**src/rtl/pcie_err_chk_pkg.sv**
```systemverilog
// Shared definitions for the PCIe TX error checker: error-code bit positions,
// fmt_type encodings, the queued error record and the expected-beat helper.
package pcie_err_chk_pkg;

  localparam int ERR_BEATS = 0;
  localparam int ERR_MPS   = 1;
  localparam int ERR_MRRS  = 2;
  localparam int ERR_4K    = 3;
  localparam int ERR_CPLTO = 4;
  localparam int ERR_FMT   = 5;

  localparam logic [7:0] FT_MRD32 = 8'h00;
  localparam logic [7:0] FT_MRD64 = 8'h20;
  localparam logic [7:0] FT_MWR32 = 8'h40;
  localparam logic [7:0] FT_MWR64 = 8'h60;
  localparam logic [7:0] FT_CPL   = 8'h0A;
  localparam logic [7:0] FT_CPLD  = 8'h4A;
  // Msg/MsgD carry the routing sub-field in fmt_type[2:0]; match on [7:3].
  localparam logic [4:0] FT_MSG_HI  = 5'b00110;
  localparam logic [4:0] FT_MSGD_HI = 5'b01110;

  typedef struct packed {
    logic [255:0] hdr;
    logic [2:0]   pf;
    logic [10:0]  vf;
    logic         vf_active;
    logic [31:0]  code;
  } t_err_rec;

  function automatic logic [15:0] exp_beats(input logic [7:0] fmt_type,
                                            input logic [9:0] len,
                                            input int         data_w);
    int len_dw;
    int bytes;
    int bpb;
    if (!fmt_type[6]) return 16'd1;
    len_dw = (len == 10'd0) ? 1024 : int'(len);
    bytes  = 32 + 4 * len_dw;
    bpb    = data_w / 8;
    return 16'((bytes + bpb - 1) / bpb);
  endfunction

endpackage

```
**src/rtl/pcie_err_rec_fifo.sv**
```systemverilog
// Synchronous FIFO of error records; the head record sits in an output
// register so it is stable while the consumer stalls.
module pcie_err_rec_fifo
  import pcie_err_chk_pkg::*;
#(
  parameter int DEPTH = 8
) (
  input  logic     clk,
  input  logic     rst,
  input  logic     i_push,
  input  t_err_rec i_rec,
  input  logic     i_pop,
  output t_err_rec o_rec,
  output logic     o_full,
  output logic     o_empty
);

  localparam int AW = $clog2(DEPTH);

  t_err_rec        r_mem [DEPTH];
  logic [AW-1:0]   r_wr_ptr;
  logic [AW-1:0]   r_rd_ptr;
  logic [AW:0]     r_count;
  logic            r_out_vld;
  t_err_rec        r_out_rec;

  logic            w_pop;
  logic            w_push_ok;
  logic [AW-1:0]   w_rd_nxt;
  logic [AW:0]     w_cnt_nxt;

  assign o_full    = (r_count == (AW+1)'(DEPTH));
  assign o_empty   = ~r_out_vld;
  assign o_rec     = r_out_rec;
  assign w_pop     = i_pop & r_out_vld;
  // A pop frees a slot in the same cycle, so a full FIFO still accepts.
  assign w_push_ok = i_push & (~o_full | w_pop);
  assign w_rd_nxt  = r_rd_ptr + AW'(w_pop);
  assign w_cnt_nxt = r_count + (AW+1)'(w_push_ok) - (AW+1)'(w_pop);

  // NOTE: storage has no reset; occupancy is tracked by the pointers and
  // count, so resetting the array would only cost reset fan-out.
  always_ff @(posedge clk) begin
    if (w_push_ok) r_mem[r_wr_ptr] <= i_rec;
  end

  always_ff @(posedge clk) begin
    if (rst) begin
      r_wr_ptr  <= '0;
      r_rd_ptr  <= '0;
      r_count   <= '0;
      r_out_vld <= 1'b0;
      r_out_rec <= '0;
    end else begin
      r_wr_ptr  <= r_wr_ptr + AW'(w_push_ok);
      r_rd_ptr  <= w_rd_nxt;
      r_count   <= w_cnt_nxt;
      r_out_vld <= (w_cnt_nxt != '0);
      if (w_cnt_nxt != '0)
        r_out_rec <= (w_push_ok && (r_wr_ptr == w_rd_nxt)) ? i_rec : r_mem[w_rd_nxt];
    end
  end

endmodule

```
**config.mk**
```make
export PLATFORM = sky130hd
export DESIGN_NAME = pcie_err_rec_fifo
export DESIGN_NICKNAME = d
export VERILOG_FILES = /design/src/rtl/pcie_err_chk_pkg.sv /design/src/rtl/pcie_err_rec_fifo.sv
export SDC_FILE = /design/constraint.sdc
export NUM_CORES = 2
export LEC_CHECK = 0
export CAP_MARGIN = 10
export CORE_ASPECT_RATIO = 0.7
export CORE_MARGIN = 2
export CORE_UTILIZATION = 55
export CTS_BUF_LIST = sky130_fd_sc_hd__clkbuf_2 sky130_fd_sc_hd__clkbuf_4 sky130_fd_sc_hd__clkbuf_8
export DETAILED_ROUTE_END_ITERATION = 6
export GPL_ROUTABILITY_DRIVEN = 0
export PLACE_DENSITY = 0.74
export SYNTH_ARGS = -nofsm -noshare
export SYNTH_HDL_FRONTEND = slang
export SYNTH_SLANG_ARGS = --single-unit
export TNS_END_PERCENT = 20
```
**constraint.sdc**
```tcl
create_clock -name clk -period 65.7 [get_ports clk]
set_clock_uncertainty 0.2 [all_clocks]
set_input_delay 9.855 -clock clk [delete_from_list [all_inputs] [get_ports clk]]
set_output_delay 9.855 -clock clk [all_outputs]
set_load 0.02 [all_outputs]
```
After elaboration in Yosys (flattened, before gate mapping)
Memory sizes are Yosys's and may differ from the RTL's. A register that Yosys moved wholly into a read port is not among the register bits.
Cells that the tools add are included.
{"block": "totals", "mem_count": 1, "regBits": 11, "wordCells": 18, "mem_bits_ro": 0, "out_inout_bits": 305, "latch_bits": 0, "ram_bits": 2424}
{"memory": "r_mem", "depth": 8, "word_bits": 303, "rd": 1, "rd_clocked_by_memory_dff": 1, "wr": 1, "line": "pcie_err_rec_fifo.sv:20", "source": "t_err_rec r_mem [DEPTH];"}
{"block": "classes", "shifts": 0, "n_bitwise": 5, "order_cmp": 0, "div_mod_pow": 0, "n_eq_ne": 1, "muxes": 2, "n_reduce_logical": 1, "multipliers": 0, "add_sub_neg": 4}
{"cell": "$add A3 B1 Y3", "count": 2}
{"cell": "$add A4 B1 Y4", "count": 1}
{"cell": "$eq A4 B4 Y1 const B", "count": 1}
{"cell": "$reduce_bool A4 Y1", "count": 1}
{"cell": "$sub A4 B1 Y4", "count": 1}
{"cell": "$and A1 B1 Y1", "count": 2}
{"cell": "$mux W1", "count": 2}
{"cell": "$not A1 Y1", "count": 2}
{"cell": "$or A1 B1 Y1", "count": 1}

Logic depth before layout (Yosys ltp)
{"block": "depth", "ltp_word": 7, "mapped_depth": 14, "depth_no_buf": 12}

Worst setup path after synthesis
OpenSTA, ideal clock, no wires.
{"block": "synth_path", "kind": "input-to-reg", "start": "input port i_pop", "end": "memory r_mem[2][0] in the netlist's numbering, enable pin", "arrival_ns": 40.859, "path_buffers": 0, "stages": 4, "slack_ns": 22.826, "cell_sequence": "nand2_1 > nand2_1 > nand2_1 > nor4b_1"}
{"block": "synth_via", "elab_chain_cells": 5}
{"item": "start, declared", "line": "pcie_err_rec_fifo.sv:12", "source": "input logic i_pop,"}
{"item": "$and A1 B1 Y1", "line": "pcie_err_rec_fifo.sv:35", "source": "assign w_pop = i_pop & r_out_vld;"}
{"item": "$or A1 B1 Y1", "line": "pcie_err_rec_fifo.sv:37", "source": "assign w_push_ok = i_push & (~o_full | w_pop);"}
{"item": "$and A1 B1 Y1", "line": "pcie_err_rec_fifo.sv:37"}
{"item": "$mux W1", "line": "pcie_err_rec_fifo.sv:44", "source": "if (w_push_ok) r_mem[r_wr_ptr] <= i_rec;"}
{"item": "$mux W1 (implied by the code)", "line": "pcie_err_rec_fifo.sv:44"}
{"item": "end, declared", "line": "pcie_err_rec_fifo.sv:20"}
Every way passes these cells.

Final worst setup path
{"block": "layout_path", "start": "input port i_pop", "end": "register, netlist name o_rec[30]"}
{"block": "layout_via", "word_cells_on_any_way": 7, "classes_between": "add/sub (3); bitwise (3); reduce/logical (1)"}
{"item": "$and A1 B1 Y1", "line": "pcie_err_rec_fifo.sv:35"}
{"item": "$add A3 B1 Y3", "line": "pcie_err_rec_fifo.sv:38", "source": "assign w_rd_nxt = r_rd_ptr + AW'(w_pop);"}
{"item": "named net w_rd_nxt[1]", "line": "pcie_err_rec_fifo.sv:29", "source": "logic [AW-1:0] w_rd_nxt;"}
The timed path passes the listed nets, and every way through them passes these cells.
A chain may end at the register's enable or synchronous reset.

==> metrics.cfg <==
[outcome]
outcome=finished clean

[drt]
vias=60000
wl_um=263000
via_per_inst=6.12
highest_layer=met5
routedWlPerCell_um=26.8
drtAntennaViolNets=0
drc_errors=0
wl_met3_um=21800
wl_met1_um=106000
met2WireLength_um=128000
drtIter0Drc=6470
drt_pass1_iterations=6

[clock_network]
post_cts_buffers=0
cts.root.buffer_cell=clkbuf_8
clock_latency_ps=940
clkTransAtPathRegs_ps=60
post_cts_resized=0
cts_buffers=399
clkSinkCount=2738
hold_buffers=0
cts_tree=built
ctsHtreeMaxLevel=5
clk_path_buf_depth=4

[setup_path]
critPathMaxStageDelay_ps=910
worstPathArrival_ps=16530
path_cells=clkdlybuf4s50_1 -> nand2_1 -> inv_1 -> ha_1 -> ha_4 -> buf_4 -> buf_4 -> buf_12 -> buf_4 -> buf_4 -> mux2i_1 -> a22oi_1 -> a31oi_1 -> o21ai_1
crit_path_start_kind=primary input
critical_path_class=in -> reg
setup.worst_path.end_class=flop
crit_path_top_delay_cell=buf_4
cpLargestDelayFamily=buffers and inverters
r2r-end=o_rec[30]
required_ps=66280
reg2reg_from=r_out_vld
critical_path_peak_fanout=119
ff2ff_path_depth=13
reg2reg_slack_ps=58760
cp.buffers_inverters=7
cp_common_cell=buf_4

[finish]
num-fill-cells=13000
final_util_pct=64.4
regArea_um2=79100
drive_gt1_share_pct=11.0
nets=7265
area_growth_syn_to_layout_pct=16.0
multi_input_area_um2=23700
instances_no_fill=9804
final_common_cell=edfxtp_1
design_area_um2=121000
final_cell_mix=2424 x edfxtp_1, 1212 x mux2i_1, 611 x clkdlybuf4s50_1

[global_route]
overflow=0
grt_antenna_before_repair=40
grt_pass1_wl_um=386000
grt_usage_pct=26.4
grt_max_degree=143
grt_pass1_vias=60000

[min_path]
holdCritStartpoint=o_rec[42]
hold_class=reg -> reg
min_delay_path_depth=2
holdPathEnd=o_rec[42]

[sta]
hold_viol=0
fin_crit_sh_pct=24.3
fmax_ghz=0.0627
worst_pin_slew_ps=1220
slew_viol_final=0
setup_viol=0
period_needed_ps=15940
rsz0062_at_grt=false
hold-worst-slack_ps=245
relSlewSlack_pct=18.6
tns_ps=0
worst_slack_ps=49760

[placed_design]
place_ws_ps=48980
dp_cells=9045
place_area_um2=113000
portBuffers=611
hpwlAfterDp_um=131000

[job]
maxCapViolCount=0

[floorplanning]
initial_core_util_pct=55.5
die_w_um=525
io_pins=612
num_rows=133
fp.dieH_um=369
die_area_um2=194000
core_area_um2=188000

[yosys]
netlist_area_um2=105000
synth.top_cell.area_share_pct=69.6
avgSynthCellArea_um2=16.7
seq_area_frac_synth_pct=75.6
synth_nets=6588
synth.largest_area_cell=edfxtp_1
synth.area.top_cells=edfxtp_1 70%, mux2i_1 12%, dfxtp_1 6.0%, a22oi_1 4.3%, a31oi_1 1.8%
syn_inst=6272
yosys_register_bits=2738
synth_warnings=0
ys_types=36

[pwr]
clockPowerShare_pct=29.0
switchingPower_mw=1.54
p_seq_share_pct=44.4
p_int_mw=3.26
power_mw=4.81
p_comb_share_pct=26.6
max-vdd-ir-drop_v=0.0000472
power.density_nw_per_um2=39.6
power_switching_share_pct=32.1
p_leak_nw=38.6

cells by family after synthesis:
| kind of cell | count (synthesis) | synth area share, % |
|---|---|---|
| buffers and inverters | 446 | 1.85 |
| DFF | 2738 | 75.6 |
| xor gates and xnor gates | 8 | 0.0813 |
| muxes | 1213 | 11.6 |
| AOI/OAI and AO/OA | 1216 | 7.64 |
| adders and majority gates | 9 | 0.115 |
| and+or+nand+nor | 642 | 3.10 |
how the worst max path moves through the flow:
| stage | from | end | slack, ps | cells past startpoint |
|---|---|---|---|---|
| 2_1_floorplan | i_pop | r_mem[2][0] | 22830 | 4 |
| 3_3_place_gp | i_pop | o_rec[61] | 49090 | 14 |
| 3_5_place_dp | i_pop | o_rec[25] | 48980 | 14 |
| 4_1_cts | i_pop | o_rec[30] | 49970 | 14 |
| 5_1_grt | i_pop | o_rec[57] | 49510 | 14 |
| 6_report | i_pop | o_rec[30] | 49760 | 14 |
area by class of cell:
class | count | share of cell area, %
Timing Repair Buffer | 714 | 5.82
Inverter | 8 | 0.0309
Tap cell | 2497 | 2.58
Antenna cell | 28 | 0.0578
Multi-Input combinational cell | 3088 | 19.5
Sequential cell | 2738 | 65.2
Clock buffer | 628 | 6.24
Clock inverter | 103 | 0.565
cell usage after synthesis:
cell type,count
edfxtp_1,2424
mux2i_1,1213
a22oi_1,606
dfxtp_1,314
nand2_1,309
a31oi_1,303
and3_1,303
clkbuf_1,262
o21ai_0,177
buf_2,166
o21ai_1,127
nor2_1,9
ha_1,8
inv_1,7
buf_6,6
nor2b_1,6
xor2_1,5
buf_4,3
nor3b_1,3
and2_1,2
nor3_1,2
nor4b_1,2
xnor2_1,2
a21o_1,1
a21oi_2,1
a31o_2,1
buf_1,1
fa_1,1
inv_2,1
nand2_2,1
nand3_1,1
nand4b_1,1
nor3_4,1
nor4_1,1
or2_2,1
xor3_1,1
per-layer routing:
metal | vias to the layer above | track usage [%]
met5 | - | 0
met4 | 26 | 9.88
met3 | 463 | 5.44
met2 | 2737 | 42.8
met1 | 30400 | 35.4
li1 | 26300 | -
state kept, by name, indices dropped and copies added, names as in the netlist:
name       count
o_rec        303
r_count        4
r_mem       2424
r_out_vld      1
r_rd_ptr       3
r_wr_ptr       3
worst min-delay path: cells and delay by family (launching register included):
kind | cells | cell delay [ps]
AO/OA/AOI/OAI | 1 | 50
flip-flops | 1 | 310
AND/OR/NAND/NOR | 1 | 50
power by group through the flow:
stage                     clock [mW]  sequential [mW]  combinational (mW)
after floorplan                    0             2.32               0.676
after global placement             0             2.16                1.25
after detailed placement           0             2.17                1.27
after CTS                       1.42             2.13                1.28
after global routing            1.49             2.15                1.35
final                           1.39             2.13                1.28
(Power assumes the default switching activity.)
